**src/rtl/div_pkg.sv**
```systemverilog
`default_nettype none
// ---------------------------------------------------------------------------
// div_pkg: shared state encoding, default width and helpers for signed_divider
// Rev 1.0
// ---------------------------------------------------------------------------
package div_pkg;

  localparam int DEFAULT_WIDTH = 8;

  typedef enum logic [2:0] {
    IDLE     = 3'd0,
    LOAD     = 3'd1,
    DIV      = 3'd2,
    FIX      = 3'd3,
    DONE     = 3'd4,
    WAIT_REL = 3'd5
  } state_e;

  // Bit pattern of the most negative two's-complement value of the given width
  function automatic logic [31:0] min_signed(input int unsigned width);
    min_signed = 32'd1 << (width - 1);
  endfunction

endpackage
`default_nettype wire

```
**src/rtl/div_datapath.sv**
```systemverilog
`default_nettype none
// ---------------------------------------------------------------------------
// div_datapath: restoring shift-subtract core with sign handling and result regs
// Rev 1.0
// ---------------------------------------------------------------------------
module div_datapath
  import div_pkg::*;
#(
  parameter int WIDTH = DEFAULT_WIDTH
) (
  input  logic             clk,
  input  logic             rst_n,
  input  logic             load,
  input  logic             step,
  input  logic             fix,
  input  logic [WIDTH-1:0] dividend,
  input  logic [WIDTH-1:0] divisor,
  output logic             divisor_zero,
  output logic [WIDTH-1:0] quotient,
  output logic [WIDTH-1:0] remainder,
  output logic             div_by_zero,
  output logic             overflow
);

  localparam logic [WIDTH-1:0] MIN_VAL = WIDTH'(min_signed(WIDTH));

  logic [WIDTH:0]   p_q, p_d;
  logic [WIDTH-1:0] q_q, q_d;
  logic [WIDTH-1:0] dmag_q, dmag_d;
  logic             qneg_q, qneg_d;
  logic             rneg_q, rneg_d;
  logic             ovf_pend_q, ovf_pend_d;
  logic [WIDTH-1:0] quot_q, quot_d;
  logic [WIDTH-1:0] rem_q, rem_d;
  logic             dbz_q, dbz_d;
  logic             ovf_q, ovf_d;

  logic [WIDTH+1:0] p_sh;
  logic [WIDTH+1:0] t;

  assign divisor_zero = (divisor == '0);

  // One extra guard bit on the trial difference makes its MSB a clean sign
  assign p_sh = {p_q, q_q[WIDTH-1]};
  assign t    = p_sh - {2'b00, dmag_q};

  always_comb begin
    p_d        = p_q;
    q_d        = q_q;
    dmag_d     = dmag_q;
    qneg_d     = qneg_q;
    rneg_d     = rneg_q;
    ovf_pend_d = ovf_pend_q;
    quot_d     = quot_q;
    rem_d      = rem_q;
    dbz_d      = dbz_q;
    ovf_d      = ovf_q;
    if (load) begin
      p_d        = '0;
      q_d        = dividend[WIDTH-1] ? -dividend : dividend;
      dmag_d     = divisor[WIDTH-1] ? -divisor : divisor;
      qneg_d     = dividend[WIDTH-1] ^ divisor[WIDTH-1];
      rneg_d     = dividend[WIDTH-1];
      ovf_pend_d = (dividend == MIN_VAL) && (divisor == '1);
      ovf_d      = 1'b0;
      dbz_d      = divisor_zero;
      if (divisor_zero) begin
        quot_d = '0;
        rem_d  = dividend;
      end
    end else if (step) begin
      q_d = {q_q[WIDTH-2:0], ~t[WIDTH+1]};
      p_d = t[WIDTH+1] ? p_sh[WIDTH:0] : t[WIDTH:0];
    end else if (fix) begin
      quot_d = qneg_q ? -q_q : q_q;
      rem_d  = rneg_q ? -p_q[WIDTH-1:0] : p_q[WIDTH-1:0];
      ovf_d  = ovf_pend_q;
    end
  end

  always_ff @(posedge clk) begin
    if (!rst_n) begin
      p_q        <= '0;
      q_q        <= '0;
      dmag_q     <= '0;
      qneg_q     <= 1'b0;
      rneg_q     <= 1'b0;
      ovf_pend_q <= 1'b0;
      quot_q     <= '0;
      rem_q      <= '0;
      dbz_q      <= 1'b0;
      ovf_q      <= 1'b0;
    end else begin
      p_q        <= p_d;
      q_q        <= q_d;
      dmag_q     <= dmag_d;
      qneg_q     <= qneg_d;
      rneg_q     <= rneg_d;
      ovf_pend_q <= ovf_pend_d;
      quot_q     <= quot_d;
      rem_q      <= rem_d;
      dbz_q      <= dbz_d;
      ovf_q      <= ovf_d;
    end
  end

  assign quotient    = quot_q;
  assign remainder   = rem_q;
  assign div_by_zero = dbz_q;
  assign overflow    = ovf_q;

endmodule
`default_nettype wire

```
**src/rtl/signed_divider.sv**
```systemverilog
`default_nettype none
// ---------------------------------------------------------------------------
// signed_divider: Run-handshaked sequential signed divider (control FSM + counter)
// Rev 1.0
// ---------------------------------------------------------------------------
module signed_divider
  import div_pkg::*;
#(
  parameter int WIDTH = DEFAULT_WIDTH
) (
  input  logic             Clk,
  input  logic             Reset_n,
  input  logic             Run,
  input  logic [WIDTH-1:0] Dividend,
  input  logic [WIDTH-1:0] Divisor,
  output logic [WIDTH-1:0] Quotient,
  output logic [WIDTH-1:0] Remainder,
  output logic             Busy,
  output logic             Done,
  output logic             DivByZero,
  output logic             Overflow
);

  localparam int               CNT_W    = (WIDTH > 1) ? $clog2(WIDTH) : 1;
  localparam logic [CNT_W-1:0] CNT_LAST = CNT_W'(WIDTH - 1);

  state_e           state_q, state_d;
  logic [CNT_W-1:0] cnt_q, cnt_d;
  logic             busy_q, busy_d;
  logic             done_q, done_d;
  logic             divisor_zero;

  always_ff @(posedge Clk) begin
    if (!Reset_n) begin
      state_q <= IDLE;
      cnt_q   <= '0;
      busy_q  <= 1'b0;
      done_q  <= 1'b0;
    end else begin
      state_q <= state_d;
      cnt_q   <= cnt_d;
      busy_q  <= busy_d;
      done_q  <= done_d;
    end
  end

  always_comb begin
    state_d = state_q;
    cnt_d   = cnt_q;
    case (state_q)
      IDLE:     if (Run) state_d = LOAD;
      LOAD: begin
        cnt_d   = CNT_LAST;
        state_d = divisor_zero ? DONE : DIV;
      end
      DIV: begin
        cnt_d = cnt_q - CNT_W'(1);
        if (cnt_q == '0) state_d = FIX;
      end
      FIX:      state_d = DONE;
      DONE:     if (!Run) state_d = WAIT_REL;
      WAIT_REL: if (Run) state_d = LOAD;
      default:  state_d = IDLE;
    endcase
  end

  // Status flags are decoded from the next state so they appear registered
  always_comb begin
    busy_d = (state_d == LOAD) || (state_d == DIV) || (state_d == FIX);
    done_d = (state_d == DONE) || (state_d == WAIT_REL);
  end

  div_datapath #(
    .WIDTH(WIDTH)
  ) u_datapath (
    .clk          (Clk),
    .rst_n        (Reset_n),
    .load         (state_q == LOAD),
    .step         (state_q == DIV),
    .fix          (state_q == FIX),
    .dividend     (Dividend),
    .divisor      (Divisor),
    .divisor_zero (divisor_zero),
    .quotient     (Quotient),
    .remainder    (Remainder),
    .div_by_zero  (DivByZero),
    .overflow     (Overflow)
  );

  assign Busy = busy_q;
  assign Done = done_q;

endmodule
`default_nettype wire

```
**config.mk**
```make
export PLATFORM = sky130hd
export DESIGN_NAME = signed_divider
export DESIGN_NICKNAME = d
export VERILOG_FILES = /design/src/rtl/div_pkg.sv /design/src/rtl/div_datapath.sv /design/src/rtl/signed_divider.sv
export SDC_FILE = /design/constraint.sdc
export NUM_CORES = 1
export LEC_CHECK = 0
export CORE_MARGIN = 5
export CORE_UTILIZATION = 60
export DETAILED_ROUTE_END_ITERATION = 10
export DONT_BUFFER_PORTS = 1
export GPL_TIMING_DRIVEN = 0
export PLACE_DENSITY_LB_ADDON = 0.12
export SLEW_MARGIN = 40
export SYNTH_ARGS = -nofsm -noshare
export SYNTH_HDL_FRONTEND = slang
export SYNTH_SLANG_ARGS = --single-unit
```
**constraint.sdc**
```tcl
create_clock -name Clk -period 3 [get_ports Clk]
set_clock_uncertainty 0.15 [all_clocks]
set_input_delay 0.15 -clock Clk [delete_from_list [all_inputs] [get_ports Clk]]
set_output_delay 0.15 -clock Clk [all_outputs]
set_load 0.02 [all_outputs]
```
After elaboration in Yosys (flattened, before gate mapping)
Index checks and enable logic that the tools add are counted.
Cells by class
  add/sub/neg operators: 6
  multipliers: 0
  div/mod/pow operators: 0
  magnitude comparators: 0
  equal/unequal tests: 14
  shifts and indexed selects: 0
  multiplexer cells: 21
  bitwise gates (word level): 4
  reductions and logical operators: 13
Operator list (number)
  8-bit two-way mux: 14
  8-bit negation: 4
  8-bit equality test (second input constant): 2
  3-bit one-hot mux with 5 select lines: 1
  3-bit by 2-bit equality test with 1-bit output (second input constant): 4
  3-bit equality test (second input constant): 4
  3-bit two-way mux: 4
  10-bit by 8-bit subtractor with 10-bit output: 1
  9-bit two-way mux: 1
  8-bit zero test: 1
  3-bit by 1-bit equality test with 1-bit output (second input constant): 2
  3-bit zero test: 2
  3-bit one-hot mux with 2 select lines: 1
  2-bit nonzero test: 2
  2-bit OR reduction: 2
  1-bit logical OR: 3
  1-bit inverter: 3
  3-bit AND reduction: 1
  3-bit by 1-bit subtractor with 3-bit output (second input constant): 1
  2-bit by 1-bit inequality test with 1-bit output (second input constant): 1
  2-bit inequality test (second input constant): 1
  2-bit AND reduction: 1
  1-bit logical AND: 1
  1-bit bitwise XOR: 1
Storage, ports and cells
  register bits after elaboration: 54
  bits in latches: 0
  bits in writable memories: 0
  ROM bits: 0
  output and inout port bits: 20
  memories kept: 0

Longest topological paths before layout
Gate-level depths: netlist of the first run.
  depth after elaboration: 6
  mapped depth: 9
  gate-level depth less buffers: 9

By module
From an unflattened synthesis of the first run, not the netlist that was laid out.
Second synthesis, totals
  cells, all modules: 406
  area total of the unflattened synthesis: 3354.5 µm²
Modules (own cells, without submodules)
  div_datapath: times used 1, cells each 353, area an instance 2897.8 µm², seq. area each 920.9 µm²
  signed_divider: times used 1, cells each 53, area an instance 456.7 µm², seq. area each 160.2 µm²

Worst setup path after synthesis of the first run
No wires, ideal clock.
  path type: reg-to-reg
  start: register u_datapath.dmag_q[1]
  end: register u_datapath.p_q[1]
  data arrival time: 2.057 ns
  setup slack: 0.697 ns
  stages on the path, launching flop included: 10
  cells stage by stage: dfxtp_1 -> inv_1 -> ha_1 -> nor2b_1 -> o2111a_1 -> o41ai_2 -> nor3_1 -> buf_6 -> or4_1 -> o311ai_1
On the way
  word-level cells in the longest chain between the ends: 2
RTL lines
  start: declaration: line div_datapath.sv:29  | logic [WIDTH-1:0] dmag_q, dmag_d;
  start signal: assignment: line div_datapath.sv:96  | dmag_q <= dmag_d;
  10-bit by 8-bit subtractor with 10-bit output: line div_datapath.sv:45  | assign t = p_sh - {2'b00, dmag_q};
  9-bit two-way mux: line div_datapath.sv:73  | p_d = t[WIDTH+1] ? p_sh[WIDTH:0] : t[WIDTH:0];
  end signal: assignment: line div_datapath.sv:94  | p_q <= p_d;
  end: declaration: line div_datapath.sv:27  | logic [WIDTH:0] p_q, p_d;
No other way between the ends.
A chain may end at the register's enable or synchronous reset.

Worst setup path after layout of the first run
  start: input Dividend[1]
  end: register u_datapath.q_q[7]
On the way
  word-level cells in the longest chain between the ends: 3
RTL lines
  start: declaration: line signed_divider.sv:14  | input logic [WIDTH-1:0] Dividend,
  8-bit negation: line div_datapath.sv:60  | q_d = dividend[WIDTH-1] ? -dividend : dividend;
  8-bit two-way mux: line div_datapath.sv:60
  8-bit two-way mux: line div_datapath.sv:58  | if (load) begin
  end signal: assignment: line div_datapath.sv:95  | q_q <= q_d;
  end: declaration: line div_datapath.sv:28  | logic [WIDTH-1:0] q_q, q_d;
No other way between the ends.

==> results of run 1 <==
## cells by family after synthesis
logic type,share of synthesized area
and+or+nand+nor,0.1923
AOI/OAI and AO/OA,0.2429
DFF,0.3391
buffers and inverters,0.05769
xor gates and xnor gates,0.07418
adders and majority gates,0.06515
muxes,0.02865
## layout by cell type (no fill, tap or decap), drive strengths merged, types with 6 or more instances in the layout
master	instances
nor2b	8
clkbuf	21
buf	7
a211oi	14
ha	15
xor2	14
dfxtp	54
inv	22
nor3	9
nor2	44
nand2	47
xnor2	13
o31ai	10
o2bb2ai	6
o21ai	15
mux2i	8
dlygate4sd3	18
a311oi	6
a21oi	27
## critical path, cell delays in order
cell           delay, ns
dlygate4sd3_1       0.60
nor4_1              0.39
dlygate4sd3_1       0.60
or3b_2              0.45
dlygate4sd3_1       0.57
a21oi_1             0.12
## sequential cells by signal, indices dropped and copies added, names as in the netlist, 3 cells and up
signal and count:
u_datapath.quotient 8, u_datapath.remainder 8, state_q 3, u_datapath.p_q 9, u_datapath.dmag_q 8, u_datapath.q_q 8, cnt_q 3
## worst max-delay path by stage
stage | start | slack [ns] | depth (start not counted) | end
CTS | Dividend[1] | 0.36 | 6 | u_datapath.q_q[7]
detailed placement | u_datapath.dmag_q[1] | 0.49 | 9 | u_datapath.p_q[5]
finish | Dividend[1] | 0.22 | 6 | u_datapath.q_q[7]
global placement | u_datapath.p_q[5] | 0.51 | 7 | u_datapath.p_q[1]
global route | Dividend[1] | 0.16 | 6 | u_datapath.q_q[7]
floorplan | u_datapath.dmag_q[1] | 0.70 | 9 | u_datapath.p_q[1]
## cell type report
cell class	instances	area, sq um	area share
multi-input cells	295	1923	0.5429
clock buffers	6	72.57	0.02049
inverters	22	82.58	0.02331
flip-flops and latches	54	1081	0.3052
repair buffers	18	180.2	0.05087
clock inverters	2	13.76	0.003886
well taps	70	87.58	0.02473
plain buffers	22	101.3	0.02861
## power by group through the flow
stage	combinational, uW	sequential, uW	clock [uW]
2_1_floorplan	605	847	0
3_3_place_gp	727	864	0
3_5_place_dp	740	866	0
4_1_cts	768	849	418
5_1_grt	859	859	446
6_report	777	850	412
## layer usage
metal / global-route usage / vias up
met5: 0 / -
met4: 0.08915 / 0
met3: 0.04752 / 22
met2: 0.3994 / 105
met1: 0.3096 / 1400
li1: - / 1455
## metrics by stage
step | hold WS (ns) | util | worst slack [ns] | instances
after floorplan | 0.1360 | - | 0.6971 | 393
after global placement | 0.1388 | 0.6373 | 0.5065 | 463
after detailed placement | 0.1520 | 0.6373 | 0.4898 | 463
after CTS | 0.001713 | 0.6891 | 0.3564 | 489
after global routing | 0.02460 | 0.6891 | 0.1614 | 489
final | 0.01289 | 0.6891 | 0.2169 | 489
==> metrics.cfg, run 1 <==
[status]
status = completed

[power]
power_frac_seq = 0.417
switching_share = 0.3722
ir_worst_vdd_v = 0.0003747
comb_power_share = 0.381
p_per_area_mw_per_mm2 = 575.6
p_clk_frac = 0.202
internal_power_uw = 1280
leakagePower_uw = 0.001304
power.switching_uw = 759.0
total_power_uw = 2039

[yosys]
syn_inst = 393
synth_flop_cell = dfxtp_1
avgSynthCellArea_sq_um = 8.112
yosysSeqAreaShare = 0.3391
synth_area_leaders = dfxtp_1, ha_1, nand2_1
synth_top_area_cell = dfxtp_1
synth.distinct_cells = 52
yosysMostFrequentCell = dfxtp_1
synth_edf_count = 0
ys_ff_latch = 54
synthesis.nets = 428
synth_commonest_cells = dfxtp_1, nand2_1, nor2_1
async_reset_ff_frac = 0
yosys_warnings = 0
synth_area_sq_mm = 0.003188
yosysTopAreaCellShare = 0.3391

[sta]
finalCritPeriodShare = 0.9277
worst_pin_slew_ns = 0.5914
hold_violations = 0
timing.fmax_ghz = 0.3593
slew_viol_final = 0
setup_violations = 0
tns_ns = 0
rsz0062_at_grt = false
finalCriticalPeriod_ns = 2.783
relSlewSlack = 0.6057

[drt]
first_pass_iters = 5
drt-total-wl_mm = 8.235
drt_iter0_markers = 253
vias_per_cell = 6.098
route.detailed.drc = 0
met1_length_mm = 3.497
route.met2.wl_mm = 3.949
ant_nets = 0
topRoutingLayerUsed = met4
vias = 2982
dr_wl_met3_microns = 540
wl_per_cell_microns = 16.84

[finish]
nNetsFinal = 453
fill_cells = 438
final_area_sq_mm = 0.003542
post_route_cells_drive_above_1_share = 0.04535
syn_to_final_growth_pct = 11.11
diodes = 0

[clock_network]
post_cts_resized = 0
cts_tree = done
clk_latency_ns = 0.32
post_cts_buffers = 0
cts_buffers = 5
postCtsHoldBufs = 18
htree_levels = 2
root_buffer = clkbuf_8
cts.sinks = 54
cts.clk_slew.worst_paths_ns = 0.10
clock_path_buffers = 2

[global_routing]
antenna_found_initial = 0
grt_pass1_vias = 2739
overflow = 0
grt_max_degree = 17
grt_usage = 0.2411
grt_pass1_wl_mm = 13.63

[die]
core_area_sq_mm = 0.005140
rows = 26
die_area_sq_mm = 0.006872
dieWidth_microns = 82.90
ios = 39
start_util = 0.6203
dieHeight_microns = 82.90

[placement]
place_congestion = 0.8906
port_buffers = 0
dp_hpwl_mm = 6.029
placed_area_sq_mm = 0.003276

[worst_hold_path]
worstHoldEndpoint = u_datapath.quotient[5]
holdCritStartpoint = Reset_n
min_path_type = in2reg
holdPathStages = 2

[critical_path]
cp.arrival_ns = 2.88
critPathKind = in2reg
reg2reg_setup_slack_ns = 0.43
reg2reg_to = u_datapath.p_q[1]
worstRegToRegCells = 7
crit_required_ns = 3.10
start_kind = input port
crit_path_end_kind = register
r2r_start = u_datapath.p_q[5]
critPathMaxFanout = 3

[flow_run]
maxCapViolCount = 0

Note: power is estimated with default switching activity, not from simulation.
==> run 2, diff against run 1 <==
CORE_ASPECT_RATIO = 2   (was default)
CORE_UTILIZATION = 40   (was 60)
==> metrics.cfg, run 2 (same netlist as run 1, synthesis figures left out) <==
[clock_network]
cts_tree = done
cts.sinks = 54
clk_latency_ns = 0.30
cts.clk_slew.worst_paths_ns = 0.07
htree_levels = 2
cts_buffers = 5
root_buffer = clkbuf_16
post_cts_resized = 0
clock_path_buffers = 2

[worst_hold_path]
worstHoldEndpoint = u_datapath.q_q[7]
min_path_type = in2reg
holdPathStages = 3
holdCritStartpoint = Dividend[2]

[finish]
post_route_cells_drive_above_1_share = 0.04796
seq_area_sq_mm = 0.001081
largest_reg_flops = 9
multiInputGateArea_sq_mm = 0.001923
diodes = 0
fill_cells = 798
final_cell_mix = dfxtp_1, nand2_1, nor2_1
final_common_cell = dfxtp_1
nNetsFinal = 451
max_flop_register = u_datapath.p_q
syn_to_final_growth_pct = 13.46

[die]
rows = 46
dieWidth_microns = 73.13
dieHeight_microns = 136.3
start_util = 0.4043
core_area_sq_mm = 0.007885
die_area_sq_mm = 0.009964
ios = 39

[status]
status = completed

[sta]
finalCritPeriodShare = 0.8592
setup_violations = 0
hold_violations = 0
relSlewSlack = 0.5977
tns_ns = 0
rsz0062_at_grt = false
slew_viol_final = 0
timing.fmax_ghz = 0.3880
fin_ws_ns = 0.4225
whs_ns = 0.01944
worst_pin_slew_ns = 0.6035
finalCriticalPeriod_ns = 2.578

[power]
internal_power_uw = 1426
p_per_area_mw_per_mm2 = 623.0
p_clk_frac = 0.269
comb_power_share = 0.353
ir_worst_vdd_v = 0.0003539
switching_share = 0.3671
total_power_uw = 2254
leakagePower_uw = 0.001318
power.switching_uw = 827.2
power_frac_seq = 0.378

[critical_path]
slowest_stage = dfxtp_1
crit_required_ns = 3.05
critPathMaxFanout = 10
reg2reg_to = u_datapath.p_q[1]
crit_chain = ha_1 -> a211o_1 -> o41ai_2 -> nor3_1 -> buf_6 -> or4_1 -> o311ai_1
path_buf_inv = 1
cp.arrival_ns = 2.63
slowest_delay_ns = 0.51
worstRegToRegCells = 7
critPathKind = reg2reg
crit_path_end_kind = register
reg2reg_setup_slack_ns = 0.42
start_kind = register
critPathTopFamily = compound AO/OA/AOI/OAI gates
r2r_start = u_datapath.p_q[5]

[drt]
ant_nets = 0
drt_iter0_markers = 188
drt-total-wl_mm = 9.611
first_pass_iters = 5
vias_per_cell = 5.749
vias = 2949
wl_per_cell_microns = 18.73
route.detailed.drc = 0

[placement]
dp_hpwl_mm = 7.379
place_congestion = 0.8586
dp_slack_ns = 0.4643
port_buffers = 0

[global_routing]
grt_pass1_wl_mm = 15.32
overflow = 0
grt_max_degree = 19
antenna_found_initial = 0
grt_pass1_vias = 2975
grt_usage = 0.2041

[flow_run]
maxCapViolCount = 0

==> run 2: changes by cell type in the layout (fill, tap and decap cells not counted) <==
cell,before,now
clkbuf_1,16,15
clkbuf_16,0,5
clkbuf_8,5,0
clkinv_2,1,0
clkinv_4,1,0
clkinvlp_4,0,2
dlygate4sd3_1,18,16
inv_6,0,1
==> run 2: per-stage QoR <==
| step | std cells | utilization | area (sq um) |
|---|---|---|---|
| 2_1_floorplan | 393 | - | 3188 |
| 3_3_place_gp | 489 | 0.4195 | 3308 |
| 3_5_place_dp | 489 | 0.4195 | 3308 |
| 4_1_cts | 513 | 0.4587 | 3617 |
| 5_1_grt | 513 | 0.4587 | 3617 |
| 6_report | 513 | 0.4587 | 3617 |
==> run 2: timing repair <==
action                                 4_1_cts  5_1_grt
endpoints found under the hold margin       23        0
hold buffers                                16        0
buffers inserted                             0        0
==> run 2: worst max-delay path by stage <==
stage / depth (start not counted) / slack (ns) / start / to
final: 7 / 0.42 / u_datapath.p_q[5] / u_datapath.p_q[1]
after global routing: 8 / 0.31 / u_datapath.p_q[5] / u_datapath.p_q[5]
after CTS: 7 / 0.44 / u_datapath.p_q[5] / u_datapath.p_q[1]
after detailed placement: 8 / 0.46 / u_datapath.p_q[0] / u_datapath.p_q[5]
after global placement: 9 / 0.46 / u_datapath.dmag_q[1] / u_datapath.p_q[4]
after floorplan: 9 / 0.70 / u_datapath.dmag_q[1] / u_datapath.p_q[1]
==> run 2: layer usage <==
metal  wire length, microns  global-route usage  vias to the layer above
met4                    453              0.1150                        0
met1                   3392              0.1975                     1416
li1                       -                   -                     1448
met3                    269             0.02369                       24
met2                   5496              0.3943                       61
met5                      0                   0                        -
==> run 2: power by group through the flow <==
stage / Clock, uW / Sequential (uW) / Combinational [uW]
global route: 640 / 862 / 885
floorplan: 0 / 847 / 605
CTS: 617 / 853 / 797
detailed placement: 0 / 870 / 774
finish: 605 / 852 / 796
global placement: 0 / 869 / 768
==> run 2: worst register-to-register path, cell delays in order, from the launching register on <==
cell	delay, ns
dfxtp_1	0.51
ha_1	0.35
a211o_1	0.35
o41ai_2	0.35
nor3_1	0.12
buf_6	0.16
or4_1	0.39
o311ai_1	0.10
==> run 2: cell type report <==
| cell class | instances | share of cell area |
|---|---|---|
| multi-input combinational | 295 | 0.5316 |
| sequential | 54 | 0.2989 |
| timing repair buffer | 16 | 0.04428 |
| clock buffer | 5 | 0.03459 |
| tap | 96 | 0.03321 |
| buffer | 22 | 0.02802 |
| inverter | 22 | 0.02283 |
| clock inverter | 3 | 0.006572 |
==> run 3, diff against run 2 <==
ABC_AREA = 1   (was default)
==> metrics.cfg, run 3 <==
[power]
p_per_area_mw_per_mm2 = 959.3
ir_worst_vdd_v = 0.0006416
leakagePower_uw = 0.001719

[critical_path]
start_kind = register
crit_path_end_kind = register
critPathMaxFanout = 10
critPathKind = reg2reg
cp.arrival_ns = 2.25
crit_required_ns = 3.03

[yosys]
synth_flop_cell = dfxtp_1
synth_top_area_cell = dfxtp_1
syn_inst = 475
yosysTopAreaCellShare = 0.3189
ys_ff_latch = 54
async_reset_ff_frac = 0
yosysSeqAreaShare = 0.3189
yosys_warnings = 0
synth.distinct_cells = 46
synth_area_sq_mm = 0.003390
synth_edf_count = 0
synth_area_leaders = dfxtp_1, nand2_1, inv_1
yosysMostFrequentCell = nand2_1
synthesis.nets = 510
synth_commonest_cells = nand2_1, inv_1, dfxtp_1
avgSynthCellArea_sq_um = 7.136

[status]
status = completed

[drt]
vias_per_cell = 5.207
drt-total-wl_mm = 9.681
route.detailed.drc = 0
ant_nets = 0
drt_iter0_markers = 127
vias = 3124
first_pass_iters = 4
wl_per_cell_microns = 16.14

[sta]
finalCriticalPeriod_ns = 2.219
rsz0062_at_grt = false
finalCritPeriodShare = 0.7396
tns_ns = 0
fin_ws_ns = 0.7812
timing.fmax_ghz = 0.4507
hold_violations = 0
setup_violations = 0
relSlewSlack = 0.6557
slew_viol_final = 0
worst_pin_slew_ns = 0.5164

[die]
core_area_sq_mm = 0.008292
dieWidth_microns = 75.09
start_util = 0.4088
dieHeight_microns = 140.2
rows = 47
die_area_sq_mm = 0.01053
ios = 39

[clock_network]
htree_levels = 2
cts_buffers = 5
cts_tree = done
clock_path_buffers = 2
post_cts_resized = 0
clk_latency_ns = 0.29
cts.sinks = 54
root_buffer = clkbuf_16
cts.clk_slew.worst_paths_ns = 0.07

[global_routing]
grt_usage = 0.1906
grt_pass1_vias = 3141
grt_pass1_wl_mm = 15.30
antenna_found_initial = 0
grt_max_degree = 18
overflow = 0

[finish]
post_route_cells_drive_above_1_share = 0.1255
max_flop_register = u_datapath.p_q
nNetsFinal = 536
syn_to_final_growth_pct = 14.25
diodes = 0
final_cell_mix = nand2_1, inv_1, dfxtp_1
final_common_cell = nand2_1
fill_cells = 859
largest_reg_flops = 9

[placement]
dp_hpwl_mm = 7.730
place_congestion = 0.8924
dp_slack_ns = 0.8584
port_buffers = 0

[flow_run]
maxCapViolCount = 0

[worst_hold_path]
min_path_type = in2reg

run 3: cell count changes in the layout (fill, tap and decap cells not counted), sizes merged, moves of 13 or more:
cell / change
nand2: +66
inv: +49
nand3: +40
o21ai: +23
a211oi: -14
clkbuf: -13
run 3: kinds of logic after synthesis:
logic type / after synthesis / share of synthesized area
AOI/OAI and AO/OA: 100 / 0.1779
xor gates and xnor gates: 12 / 0.03101
adders and majority gates: 16 / 0.06128
buffers and inverters: 85 / 0.1096
DFF: 54 / 0.3189
and+or+nand+nor: 208 / 0.3012
run 3: through the flow:
| stage | hold WS, ns | util | total power [uW] | instances | cell area [sq um] |
|---|---|---|---|---|---|
| 2_1_floorplan | 0.1441 | - | 2614 | 475 | 3390 |
| 3_3_place_gp | 0.1533 | 0.4236 | 3002 | 573 | 3512 |
| 3_5_place_dp | 0.1584 | 0.4236 | 3032 | 573 | 3512 |
| 4_1_cts | 0.006992 | 0.4670 | 3743 | 600 | 3872 |
| 5_1_grt | 0.01820 | 0.4670 | 4033 | 600 | 3872 |
| 6_report | 0.003453 | 0.4670 | 3715 | 600 | 3872 |
run 3: metal layers:
| layer | routed length, microns | GRT usage | vias up |
|---|---|---|---|
| met3 | 341 | 0.02869 | 27 |
| met4 | 451 | 0.1060 | 0 |
| met2 | 5614 | 0.3707 | 57 |
| li1 | - | - | 1622 |
| met5 | 0 | 0 | - |
| met1 | 3273 | 0.1733 | 1418 |
run 3: power breakdown:
part	total, uW	switching (uW)	internal, uW
registers	1020	158	857
logic	2030	1310	723
clock network	671	277	394
run 3: cell type report:
| type | count | area (sq um) | share of cell area |
|---|---|---|---|
| Multi-Input combinational cell | 336 | 1937 | 0.5002 |
| Sequential cell | 54 | 1081 | 0.2792 |
| Inverter | 72 | 272.8 | 0.07044 |
| Timing Repair Buffer | 19 | 190.2 | 0.04911 |
| Clock buffer | 5 | 125.1 | 0.03231 |
| Tap cell | 98 | 122.6 | 0.03166 |
| Buffer | 13 | 98.84 | 0.02553 |
| Clock inverter | 3 | 45.04 | 0.01163 |
run 3: worst paths after layout:
| kind | from | end | slack, ns | cells after the start |
|---|---|---|---|---|
| worst max-delay path | state_q[0] | u_datapath.ovf_pend_q | 0.78 | 9 |
| worst min-delay path | Reset_n | u_datapath.quotient[0] | 0.003 | 2 |
| worst max register to register | state_q[0] | u_datapath.ovf_pend_q | 0.78 | 9 |
| worst min register to register | cnt_q[1] | cnt_q[1] | 0.34 | 2 |
run 3: critical path, cell delays in order (launching register included):
cell and delay [ns]:
dfxtp_1 0.42, inv_2 0.08, nor2_4 0.14, nand2_4 0.12, buf_6 0.16, nand2_2 0.18, inv_1 0.09, nand2_1 0.12
o41ai_2 0.08, dlygate4sd3_1 0.56
run 3: what timing repair did:
| action | 4_1_cts | 5_1_grt |
|---|---|---|
| hold endpoints to repair | 18 | 0 |
| hold buffers | 19 | 0 |
| buffers inserted | 0 | 0 |
